### src/rtl/mul_share_arb.sv
// mul_share_arb: one shift-add W x W unsigned multiplier shared by NUM_REQ
// requesters. A round-robin arbiter picks one request at a time. The
// multiplier then adds one partial-product row per clock. Each product is
// returned tagged with the index of the requester that issued it.
module mul_share_arb #(
    parameter int W       = 8,
    parameter int NUM_REQ = 4,
    localparam int IDW    = $clog2(NUM_REQ)
) (
    input  logic                 clk,
    input  logic                 rst_n,
    input  logic [NUM_REQ-1:0]   req_valid,
    input  logic [NUM_REQ*W-1:0] req_a,
    input  logic [NUM_REQ*W-1:0] req_b,
    output logic [NUM_REQ-1:0]   req_ready,
    output logic                 res_valid,
    input  logic                 res_ready,
    output logic [IDW-1:0]       res_id,
    output logic [2*W-1:0]       res_p,
    output logic                 busy
);

    localparam int CW = (W > 1) ? $clog2(W) : 1;

    typedef enum logic [1:0] {
        ST_IDLE = 2'd0,
        ST_BUSY = 2'd1,
        ST_DONE = 2'd2
    } state_t;

    state_t           state_q;
    logic [IDW-1:0]   ptr_q;
    logic [CW-1:0]    cnt_q;
    logic [2*W-1:0]   acc_q;
    logic [W-1:0]     a_q;
    logic [W-1:0]     b_q;
    logic [IDW-1:0]   id_q;
    logic             res_valid_q;
    logic [IDW-1:0]   res_id_q;
    logic [2*W-1:0]   res_p_q;
    logic             busy_q;

    logic [W-1:0]       a_arr [NUM_REQ];
    logic [W-1:0]       b_arr [NUM_REQ];
    logic [NUM_REQ-1:0] grant_c;
    logic [IDW-1:0]     grant_id_c;
    logic [IDW-1:0]     idx_c;
    logic               found_c;
    logic               accept_c;
    logic [2*W-1:0]     pp_c;
    logic [2*W-1:0]     acc_d;
    logic [CW-1:0]      cnt_d;
    logic               last_c;

    // Split the flattened operand buses into one slot per requester
    for (genvar gi = 0; gi < NUM_REQ; gi++) begin : g_unpack
        assign a_arr[gi] = req_a[gi*W +: W];
        assign b_arr[gi] = req_b[gi*W +: W];
    end

    // Round-robin search: first valid requester at or after ptr, wrapping (NUM_REQ is a power of two)
    always_comb begin
        grant_c    = '0;
        grant_id_c = '0;
        found_c    = 1'b0;
        idx_c      = '0;
        for (int o = 0; o < NUM_REQ; o++) begin
            idx_c = ptr_q + IDW'(o);
            if (!found_c && req_valid[idx_c]) begin
                grant_c[idx_c] = 1'b1;
                grant_id_c     = idx_c;
                found_c        = 1'b1;
            end
        end
    end

    // Grants are only offered while idle; BUSY and DONE hold everyone off
    assign req_ready = (state_q == ST_IDLE) ? grant_c : '0;
    assign accept_c  = (state_q == ST_IDLE) && found_c;

    // One shift-add row per clock: add a<<k when multiplier bit k is set
    always_comb begin
        pp_c   = b_q[cnt_q] ? ({{W{1'b0}}, a_q} << cnt_q) : '0;
        acc_d  = acc_q + pp_c;
        cnt_d  = cnt_q + 1'b1;
        last_c = (cnt_q == CW'(W - 1));
    end

    // Arbitration / multiply sequencer with registered result outputs
    always_ff @(posedge clk) begin
        if (!rst_n) begin
            state_q     <= ST_IDLE;
            ptr_q       <= '0;
            cnt_q       <= '0;
            acc_q       <= '0;
            a_q         <= '0;
            b_q         <= '0;
            id_q        <= '0;
            res_valid_q <= 1'b0;
            res_id_q    <= '0;
            res_p_q     <= '0;
            busy_q      <= 1'b0;
        end else begin
            unique case (state_q)
                ST_IDLE: begin
                    if (accept_c) begin
                        a_q     <= a_arr[grant_id_c];
                        b_q     <= b_arr[grant_id_c];
                        id_q    <= grant_id_c;
                        acc_q   <= '0;
                        cnt_q   <= '0;
                        ptr_q   <= grant_id_c + 1'b1;
                        busy_q  <= 1'b1;
                        state_q <= ST_BUSY;
                    end
                end
                ST_BUSY: begin
                    acc_q <= acc_d;
                    cnt_q <= cnt_d;
                    if (last_c) begin
                        // Final row goes straight into the result register
                        res_p_q     <= acc_d;
                        res_id_q    <= id_q;
                        res_valid_q <= 1'b1;
                        state_q     <= ST_DONE;
                    end
                end
                ST_DONE: begin
                    if (res_ready) begin
                        res_valid_q <= 1'b0;
                        busy_q      <= 1'b0;
                        state_q     <= ST_IDLE;
                    end
                end
                default: begin
                    state_q     <= ST_IDLE;
                    res_valid_q <= 1'b0;
                    busy_q      <= 1'b0;
                end
            endcase
        end
    end

    assign res_valid = res_valid_q;
    assign res_id    = res_id_q;
    assign res_p     = res_p_q;
    assign busy      = busy_q;

endmodule

### config.mk
export PLATFORM = sky130hd
export DESIGN_NAME = mul_share_arb
export DESIGN_NICKNAME = d
export VERILOG_FILES = /design/src/rtl/mul_share_arb.sv
export SDC_FILE = /design/constraint.sdc
export NUM_CORES = 1
export LEC_CHECK = 0
export BUFFER_PORTS_ARGS = -buffer_cell sky130_fd_sc_hd__buf_2
export CELL_PAD_IN_SITES_DETAIL_PLACEMENT = 1
export CELL_PAD_IN_SITES_GLOBAL_PLACEMENT = 1
export CORE_ASPECT_RATIO = 2
export CORE_MARGIN = 5
export CORE_UTILIZATION = 37
export CTS_CLUSTER_SIZE = 40
export DETAILED_ROUTE_END_ITERATION = 10
export PLACE_DENSITY_LB_ADDON = 0.15
export SLEW_MARGIN = 10
export SYNTH_ARGS = -nofsm -noshare
export SYNTH_HDL_FRONTEND = slang
export SYNTH_SLANG_ARGS = --single-unit
### constraint.sdc
create_clock -name clk -period 3.65 [get_ports clk]
set_input_delay 0.365 -clock clk [delete_from_list [all_inputs] [get_ports clk]]
set_output_delay 0.365 -clock clk [all_outputs]
set_load 0.05 [all_outputs]
* Word-level counts from Yosys, hierarchy flattened *
Cells that the tools add are included.

storage, ports and cells
  ROM bits = 0
  flip-flop bits (word level) = 61
  bits in writable memories = 0
  memories = 0
  bits in latches = 0

operators by class
  bitwise logic cells = 6
  divide/modulo/power cells = 0
  eq/ne operators = 6
  multiply operators = 0
  reduce and logical (&&, ||, !) cells = 19
  muxes and demuxes = 51
  add/subtract/negate cells = 6
  $lt $le $gt $ge = 10
  shift-type cells = 1

operators by type and width
  operator                                                     count
  binary-select mux 8 bit (select 2 bit)                       2
  two-way mux 16 bit                                           2
  two-way mux 8 bit                                            4
  one-hot mux 16 bit (2 select lines)                          1
  two-way mux 4 bit                                            5
  adder 16 bit                                                 1
  two-way mux 1 bit                                            16
  left shift 8 x 3 -> 16 bit                                   1
  two-way mux 2 bit                                            7
  less-than comparator 2 x 3 -> 1 bit (second input constant)  4
  bitwise OR 4 bit                                             3
  AND reduction 3 bit                                          3
  binary-select mux 1 bit (select 2 bit)                       4
  demux 1 bit (select 2 bit)                                   4
  >= comparator 2 x 1 -> 1 bit (second input constant)         4
  logical AND 1 bit                                            8
  inequality test 2 bit (second input constant)                3
  one-hot mux 1 bit (3 select lines)                           2
  one-hot mux 2 bit (3 select lines)                           1
  one-hot mux 3 bit (2 select lines)                           1
  AND reduction 2 bit                                          3
  adder 2 x 1 -> 2 bit (second input constant)                 2
  adder 2 bit (second input constant)                          2
  less-than comparator 3 x 4 -> 1 bit (second input constant)  1
  other kinds (12)                                             15

* Longest topological paths before layout *
Gate-level depths: netlist of run 1.

  depth after elaboration = 16
  mapped depth = 17

* Worst setup path after synthesis of run 1 *
No wires, ideal clock.

  path kind = register -> output
  from = register ptr_q[0]
  to = output req_ready[0]
  slack = -0.544 ns
  cell stages (with the launch flop) = 14
  arrival = 3.829 ns
  path buffers = 6
  required time = 3.285 ns
  cells stage by stage = dfxtp_1 buf_6 buf_2 inv_1 clkbuf_1 buf_1 ha_1 buf_2 mux4_2 nor2b_4 clkbuf_1 a221o_1 o21ai_0 a21oi_1

on the way
  cells in the longest elaborated chain, start to end = 13

RTL lines
  item                                                                          RTL line  text
  from (decl)                                                                   32        logic [IDW-1:0] ptr_q;
  from (signal assigned)                                                        112       ptr_q <= grant_id_c + 1'b1;
  branches (longest 11 deep; another with less-than comparator 2 x 3 -> 1 bit)  -
  two-way mux 4 bit *                                                           69        if (!found_c && req_valid[idx_c]) begin
  two-way mux 4 bit *                                                           78        assign req_ready = (state_q == ST_IDLE) ? grant_c : '0;
  to (decl)                                                                     15        output logic [NUM_REQ-1:0] req_ready,

Every way passes the cells marked *. The select of a mux whose other input is x is not followed.

* Final worst setup path of run 1 *
  from = register ptr_q[1]
  to = output req_ready[3]

The elaborated chain is that of the path after synthesis.

==> impl_metrics.csv, run 1 <==
group,metric,value,unit
outcome,outcome,"finished clean",
critical_path,startpoint_type,"flip-flop",
timing,min_period_over_period,95.8,%
routing,via_count,4767,
routing,drt-total-wl,15200,um
clock_tree,numCtsBuffers,9,
min_path,hold_path.class,"input port to flip-flop",
timing,final.setup_skew,6.19,ps
global_route,grt_pass1_vias,5167,
layout,most-common-layout-cells,"buf_2 (94), dfxtp_1 (59), nor2_1 (51), nand2_1 (44), o21ai_0 (32)",
flow_run,drv_cap,0,
floorplanning,die_height,170,um
yosys,synthCells,583,
timing,slew_headroom,23.3,%
global_route,grt_max_degree,63,
floorplanning,start_util,37.8,%
routing,first_iter_violations,140,
yosys,ys.flop_type,"dfxtp_1",
yosys,avgSynthCellArea,8.14,um2
clock_tree,h-tree-depth,3,
timing,hold_viol,0,
yosys,syn_nets,680,
routing,wl_per_cell,18.7,um
global_route,grt_pass1_wl,24900,um
critical_path,required,3280,ps
critical_path,rr_endpoint,"acc_q[12]$_SDFFE_PN0P_",
clock_tree,postCtsHoldBufs,0,
layout,final_cells,814,
timing,period_needed,3500,ps
yosys,synth_edf_count,0,
clock_tree,clock_tree.buffer_depth,2,
routing,drc,0,
power_and_ir_drop,p_leak,0.00239,uW
clock_tree,cts-root-buf,"clkbuf_16",
critical_path,crit_fanout,11,
layout,syn_to_final_growth,19.9,%
critical_path,rrSetupSlack,240,ps
routing,wl_met3,434,um
layout,fin_nets,756,
power_and_ir_drop,irDropWorstVdd,0.751,mV
critical_path,reg2reg_from,"cnt_q[0]$_SDFFE_PN0P_",
critical_path,worst-setup-path-type,"flip-flop to output pin",
layout,nFillCells,1574,
routing,drt_pass1_iterations,4,
yosys,synth_area,4750,um2
placed_design,globalplace.congestion,0.880,
clock_tree,cts.sinks,61,
layout,final_common_cell,"buf_2",
floorplanning,io_pins,95,
clock_tree,clock_latency,340,ps
timing,finalSetupTns,0,ps
critical_path,reg2regPathDepth,13,
global_route,grtUsageTotal,19.6,%
timing,finalMaxSlewViolations,0,
min_path,hold_depth,4,
layout,drive_above_1_share,24.7,%
timing,setup_violations,0,
timing,tightest_slew,1150,ps
yosys,seq_area_frac_synth,25.7,%
placed_design,dp.cells,797,
routing,ant_nets,0,
yosys,ys_seq_elements,61,
floorplanning,fp-row-count,58,
min_path,hp-start,"res_ready",
layout,diodes,0,
routing,vias_per_cell,5.86,
yosys,yosysWarningCount,0,
routing,met2_length,8870,um
timing,grt_setup_unrepaired,"no",
placed_design,dp_hpwl,11800,um
floorplanning,coreArea,12600,um2
timing,max_freq,286,MHz
routing,m1WireLength,5490,um
global_route,overflow,0,
yosys,synthDistinctLibCells,59,
critical_path,worstPathArrival,3130,ps
power_and_ir_drop,pwr_density_cell,655,nW/um2
yosys,synth-async-reset-ratio,0,%
floorplanning,die_w,90.1,um
critical_path,endpoint_kind,"output pin",
clock_tree,clkTransAtPathRegs,60,ps
min_path,whs_endpoint,"state_q[1]$_SDFFE_PN0P_",
clock_tree,cts_tree,"yes",
placed_design,placement.io_buffers,94,
global_route,grt_antenna_before_repair,0,
routing,maxUsedRoutingLayer,"met4",
floorplanning,dieArea,15300,um2
## cells by family (layout without fill, tap and decap cells)
logic type,after synthesis,count (layout),synth area share (%)
and+or+nand+nor,206,207,22.1
xor gates and xnor gates,15,15,2.77
adders and majority gates,26,26,7.01
AOI/OAI and AO/OA,171,171,24.9
muxes,45,45,11.5
DFF,61,61,25.7
buffers and inverters,59,139,5.98
## metrics by stage
stage          cell area, um2  power, uW  utilization, %  hold slack, ps  setup slack, ps
2_1_floorplan            4790       2490               -             432             59.5
3_3_place_gp             5360       2820            42.7             443              242
3_5_place_dp             5360       2870            42.7             450              143
4_1_cts                  5660       3740            45.1             300             1.59
5_1_grt                  5690       3980            45.3             332             18.7
6_report                 5690       3730            45.3             308              154
## synth_stat cells (2+ instances only)
master | instances | area, um2
mux4_2 | 6 | 135
a221o_1 | 6 | 60.1
nand4b_1 | 2 | 17.5
o21a_1 | 7 | 52.6
buf_1 | 3 | 11.3
a22oi_1 | 3 | 22.5
clkbuf_1 | 38 | 143
nand4_1 | 15 | 93.8
nand3b_1 | 16 | 120
nand3_1 | 24 | 120
o311ai_0 | 8 | 70.1
buf_2 | 4 | 20.0
nor2b_1 | 4 | 25.0
or3_1 | 9 | 56.3
a31oi_1 | 10 | 62.6
o31ai_1 | 4 | 30.0
a211oi_1 | 21 | 158
inv_1 | 7 | 26.3
a21o_1 | 12 | 90.1
nand2_1 | 44 | 165
o21ai_1 | 3 | 15.0
ha_1 | 25 | 313
and3_1 | 4 | 25.0
a21oi_1 | 34 | 170
nor3_1 | 19 | 95.1
mux2_2 | 7 | 78.8
buf_6 | 5 | 56.3
or4_1 | 4 | 30.0
xor2_1 | 4 | 35.0
nand2b_1 | 2 | 12.5
xnor2_1 | 11 | 96.3
o21bai_1 | 2 | 15.0
nor2_1 | 51 | 191
mux2i_1 | 31 | 310
dfxtp_1 | 61 | 1220
and2_1 | 6 | 37.5
a22o_1 | 17 | 149
o21ai_0 | 33 | 165
## worst max-delay path, stage by stage, from the launching register on
cell     delay (ps)
dfxtp_1         330
inv_1           120
ha_1            520
mux4_2          700
nor2b_4         350
a221o_1         200
o21ai_0         150
a21oi_4         150
buf_2           270
## flip-flops by register name, summed over array words and instances, names as in the netlist
register	cells
busy	1
cnt_q	3
a_q	8
res_p	16
b_q	8
res_id	2
id_q	2
acc_q	16
res_valid	1
state_q	2
ptr_q	2
## cell type report
| type | instances | area (um2) | area share, % |
|---|---|---|---|
| clock buffers | 10 | 239 | 4.20 |
| well taps | 150 | 188 | 3.30 |
| clock inverters | 6 | 62.6 | 1.10 |
| flip-flops and latches | 61 | 1220 | 21.5 |
| multi-input cells | 464 | 3320 | 58.3 |
| inverters | 7 | 26.3 | 0.462 |
| repair buffers | 116 | 636 | 11.2 |
## layer usage
metal,vias to the layer above,global-route usage (%)
met3,20,3.32
met5,-,0
met1,2335,18.8
met4,0,7.52
li1,2326,-
met2,86,40.0
## power by group
| group | leakage, uW | internal [uW] | switching, uW |
|---|---|---|---|
| Sequential | 0.000497 | 777 | 83.6 |
| Clock | 0.000140 | 544 | 316 |
| Combinational | 0.00175 | 789 | 1220 |
## worst max path at each step
stage | start | endpoint | cells after the start
after detailed placement | cnt_q[0]$_SDFFE_PN0P_ | acc_q[12]$_SDFFE_PN0P_ | 13
final | ptr_q[1]$_SDFFE_PN0P_ | req_ready[3] | 8
after global placement | cnt_q[1]$_SDFFE_PN0P_ | acc_q[12]$_SDFFE_PN0P_ | 14
after floorplan | ptr_q[0]$_SDFFE_PN0P_ | req_ready[0] | 13
after global routing | cnt_q[0]$_SDFFE_PN0P_ | acc_q[13]$_SDFFE_PN0P_ | 13
after CTS | ptr_q[1]$_SDFFE_PN0P_ | req_ready[3] | 8
## what timing repair did
action                                 in CTS  in global routing
setup buffers                               0                  0
setup endpoints to repair                   0                 10
gates resized for setup                     0                  6
endpoints found under the hold margin       0                  0
No activity file was read; power rests on OpenSTA's default activity.
==> run 2: changes to the inputs <==
--- a/config.mk
+++ b/config.mk
@@ -8,13 +8,13 @@
 export BUFFER_PORTS_ARGS = -buffer_cell sky130_fd_sc_hd__buf_2
 export CELL_PAD_IN_SITES_DETAIL_PLACEMENT = 1
 export CELL_PAD_IN_SITES_GLOBAL_PLACEMENT = 1
-export CORE_ASPECT_RATIO = 2
+export CORE_ASPECT_RATIO = 0.9
 export CORE_MARGIN = 5
 export CORE_UTILIZATION = 37
 export CTS_CLUSTER_SIZE = 40
 export DETAILED_ROUTE_END_ITERATION = 10
 export PLACE_DENSITY_LB_ADDON = 0.15
-export SLEW_MARGIN = 10
+export SLEW_MARGIN = 15
 export SYNTH_ARGS = -nofsm -noshare
 export SYNTH_HDL_FRONTEND = slang
 export SYNTH_SLANG_ARGS = --single-unit
==> run 2 against run 1 <==
Worst setup slack better by 23 ps. Cell count up 0.86%. Count of clock-buffer cells in the layout up 4. Critical path type unchanged. Routed wire length down 1.6%. Utilization down 0.72 points. Non-clock buffer count down 6. Worst hold slack better by 23 ps. Sequential power about the same. Highest routed layer unchanged. Combinational power about the same. Via count down 0.50%. Die area down 0.88%. First-iteration DRC count up 71%.
==> impl_metrics.csv, run 2 (same netlist as run 1, synthesis figures left out) <==
group,metric,value,unit
outcome,outcome,"finished clean",
power_and_ir_drop,switching_share,43.6,%
global_route,grtUsageTotal,19.8,%
timing,final.setup_skew,5.97,ps
floorplanning,io_pins,95,
timing,hold_viol,0,
routing,drt-total-wl,15000,um
layout,final_common_cell,"buf_2",
floorplanning,coreArea,12600,um2
clock_tree,cts.sinks,61,
global_route,grt_pass1_vias,4921,
global_route,grt_antenna_before_repair,0,
layout,diodes,0,
placed_design,place_area,5330,um2
layout,most-common-layout-cells,"buf_2 (94), dfxtp_1 (59), nor2_1 (50), nand2_1 (44), o21ai_0 (32)",
critical_path,rr_endpoint,"acc_q[12]$_SDFFE_PN0P_",
routing,drt_pass1_iterations,4,
layout,syn_to_final_growth,18.8,%
critical_path,crit_fanout,11,
clock_tree,clkTransAtPathRegs,50,ps
power_and_ir_drop,intPower,2070,uW
layout,register_area,1220,um2
power_and_ir_drop,switching_power,1610,uW
timing,tightest_slew,1070,ps
placed_design,globalplace.congestion,0.882,
layout,multi_input_area,3310,um2
critical_path,endpoint,"req_ready[1]",
critical_path,worst-setup-path-type,"flip-flop to output pin",
timing,finalSetupTns,0,ps
routing,ant_nets,0,
power_and_ir_drop,share_comb_of_total_power,55.0,%
timing,slew_headroom,28.4,%
critical_path,startpoint,"ptr_q[1]$_SDFFE_PN0P_",
layout,drive_above_1_share,23.6,%
critical_path,reg2regPathDepth,12,
global_route,grt_pass1_wl,24700,um
timing,max_freq,288,MHz
floorplanning,fp-row-count,39,
routing,drc,0,
placed_design,placement.io_buffers,94,
routing,via_count,4743,
critical_path,reg2reg_from,"cnt_q[0]$_SDFFE_PN0P_",
power_and_ir_drop,p_clk_share,21.6,%
power_and_ir_drop,pwr-share-seq,23.4,%
layout,nFillCells,1542,
timing,finalMaxSlewViolations,0,
timing,min_period_over_period,95.1,%
critical_path,worstPathArrival,3110,ps
placed_design,dp_hpwl,11100,um
critical_path,rrSetupSlack,260,ps
min_path,hold_path.class,"input port to flip-flop",
floorplanning,start_util,37.6,%
routing,vias_per_cell,5.78,
global_route,overflow,0,
routing,first_iter_violations,239,
critical_path,required,3280,ps
clock_tree,clock_tree.buffer_depth,2,
layout,stdcell_area,5640,um2
layout,fin_nets,750,
clock_tree,cts_tree,"yes",
clock_tree,clock_latency,330,ps
floorplanning,die_height,117,um
power_and_ir_drop,finalPower,3680,uW
power_and_ir_drop,irDropWorstVdd,0.236,mV
power_and_ir_drop,pwr_density_cell,653,nW/um2
flow_run,drv_cap,0,
clock_tree,cts_setup_buffers,0,
floorplanning,die_w,129,um
clock_tree,h-tree-depth,3,
timing,grt_setup_unrepaired,"no",
timing,period_needed,3470,ps
global_route,grt_max_degree,63,
power_and_ir_drop,p_leak,0.00235,uW
clock_tree,numCtsBuffers,9,
timing,setup_violations,0,
clock_tree,cts-root-buf,"clkbuf_16",
critical_path,startpoint_type,"flip-flop",
floorplanning,dieArea,15200,um2
routing,wl_per_cell,18.2,um
critical_path,endpoint_kind,"output pin",
[run 2: changes by cell type in the layout (fill, tap and decap cells not counted), sizes merged]
cell and delta:
buf -6, clkbuf +4, clkinvlp -3, bufinv -1, clkinv -1
[run 2: cell type report]
cell class / count / share of cell area, %
Clock buffer: 14 / 4.86
Tap cell: 164 / 3.64
Timing Repair Buffer: 110 / 10.5
Inverter: 7 / 0.466
Sequential cell: 61 / 21.7
Clock inverter: 1 / 0.0888
Multi-Input combinational cell: 464 / 58.8
[run 2: how the worst min path moves through the flow]
stage / startpoint / endpoint / slack (ps) / depth (start not counted)
final: res_ready / state_q[1]$_SDFFE_PN0P_ / 330 / 4
after global routing: res_ready / state_q[1]$_SDFFE_PN0P_ / 350 / 4
after detailed placement: res_p[0]$_SDFFE_PN0P_ / res_p[0]$_SDFFE_PN0P_ / 450 / 2
after global placement: res_valid$_SDFFE_PN0P_ / res_valid$_SDFFE_PN0P_ / 440 / 2
after CTS: res_ready / state_q[1]$_SDFFE_PN0P_ / 320 / 4
after floorplan: id_q[1]$_SDFFE_PN0P_ / res_id[1]$_SDFFE_PN0P_ / 430 / 2
[run 2: critical path, cell delays in order (launching register included)]
cell     delay, ps
dfxtp_1        330
inv_1          100
ha_1           510
mux4_2         700
nor2b_4        360
a221o_1        200
o21ai_0        140
a21oi_4        160
buf_2          270
[run 2: repair_timing]
action	CTS	global route
endpoints found under the setup margin	1	10
cloned	1	0
resized for setup	0	5
hold buffers	0	0
[run 2: power groups by stage]
stage	combinational (uW)	clock, uW	sequential (uW)
2_1_floorplan	1640	0	850
3_3_place_gp	1950	0	868
3_5_place_dp	2010	0	873
4_1_cts	2030	812	861
5_1_grt	2230	844	874
6_report	2030	796	860
[run 2: metrics by stage]
stage / utilization [%] / setup WS [ps] / instances / hold WS, ps
floorplan: - / 59.5 / 583 / 432
global placement: 42.2 / 206 / 805 / 440
detailed placement: 42.2 / 94.7 / 805 / 448
CTS: 44.5 / 83.6 / 821 / 316
global route: 44.6 / 9.28 / 821 / 351
finish: 44.6 / 177 / 821 / 330
[run 2: layer usage]
metal | GRT usage (%) | vias up | part of all wire [%]
met2 | 31.2 | 128 | 47
li1 | - | 2316 | -
met4 | 5.38 | 0 | 1.5
met1 | 27.6 | 2281 | 46
met5 | 0 | - | 0
met3 | 3.58 | 18 | 5.3
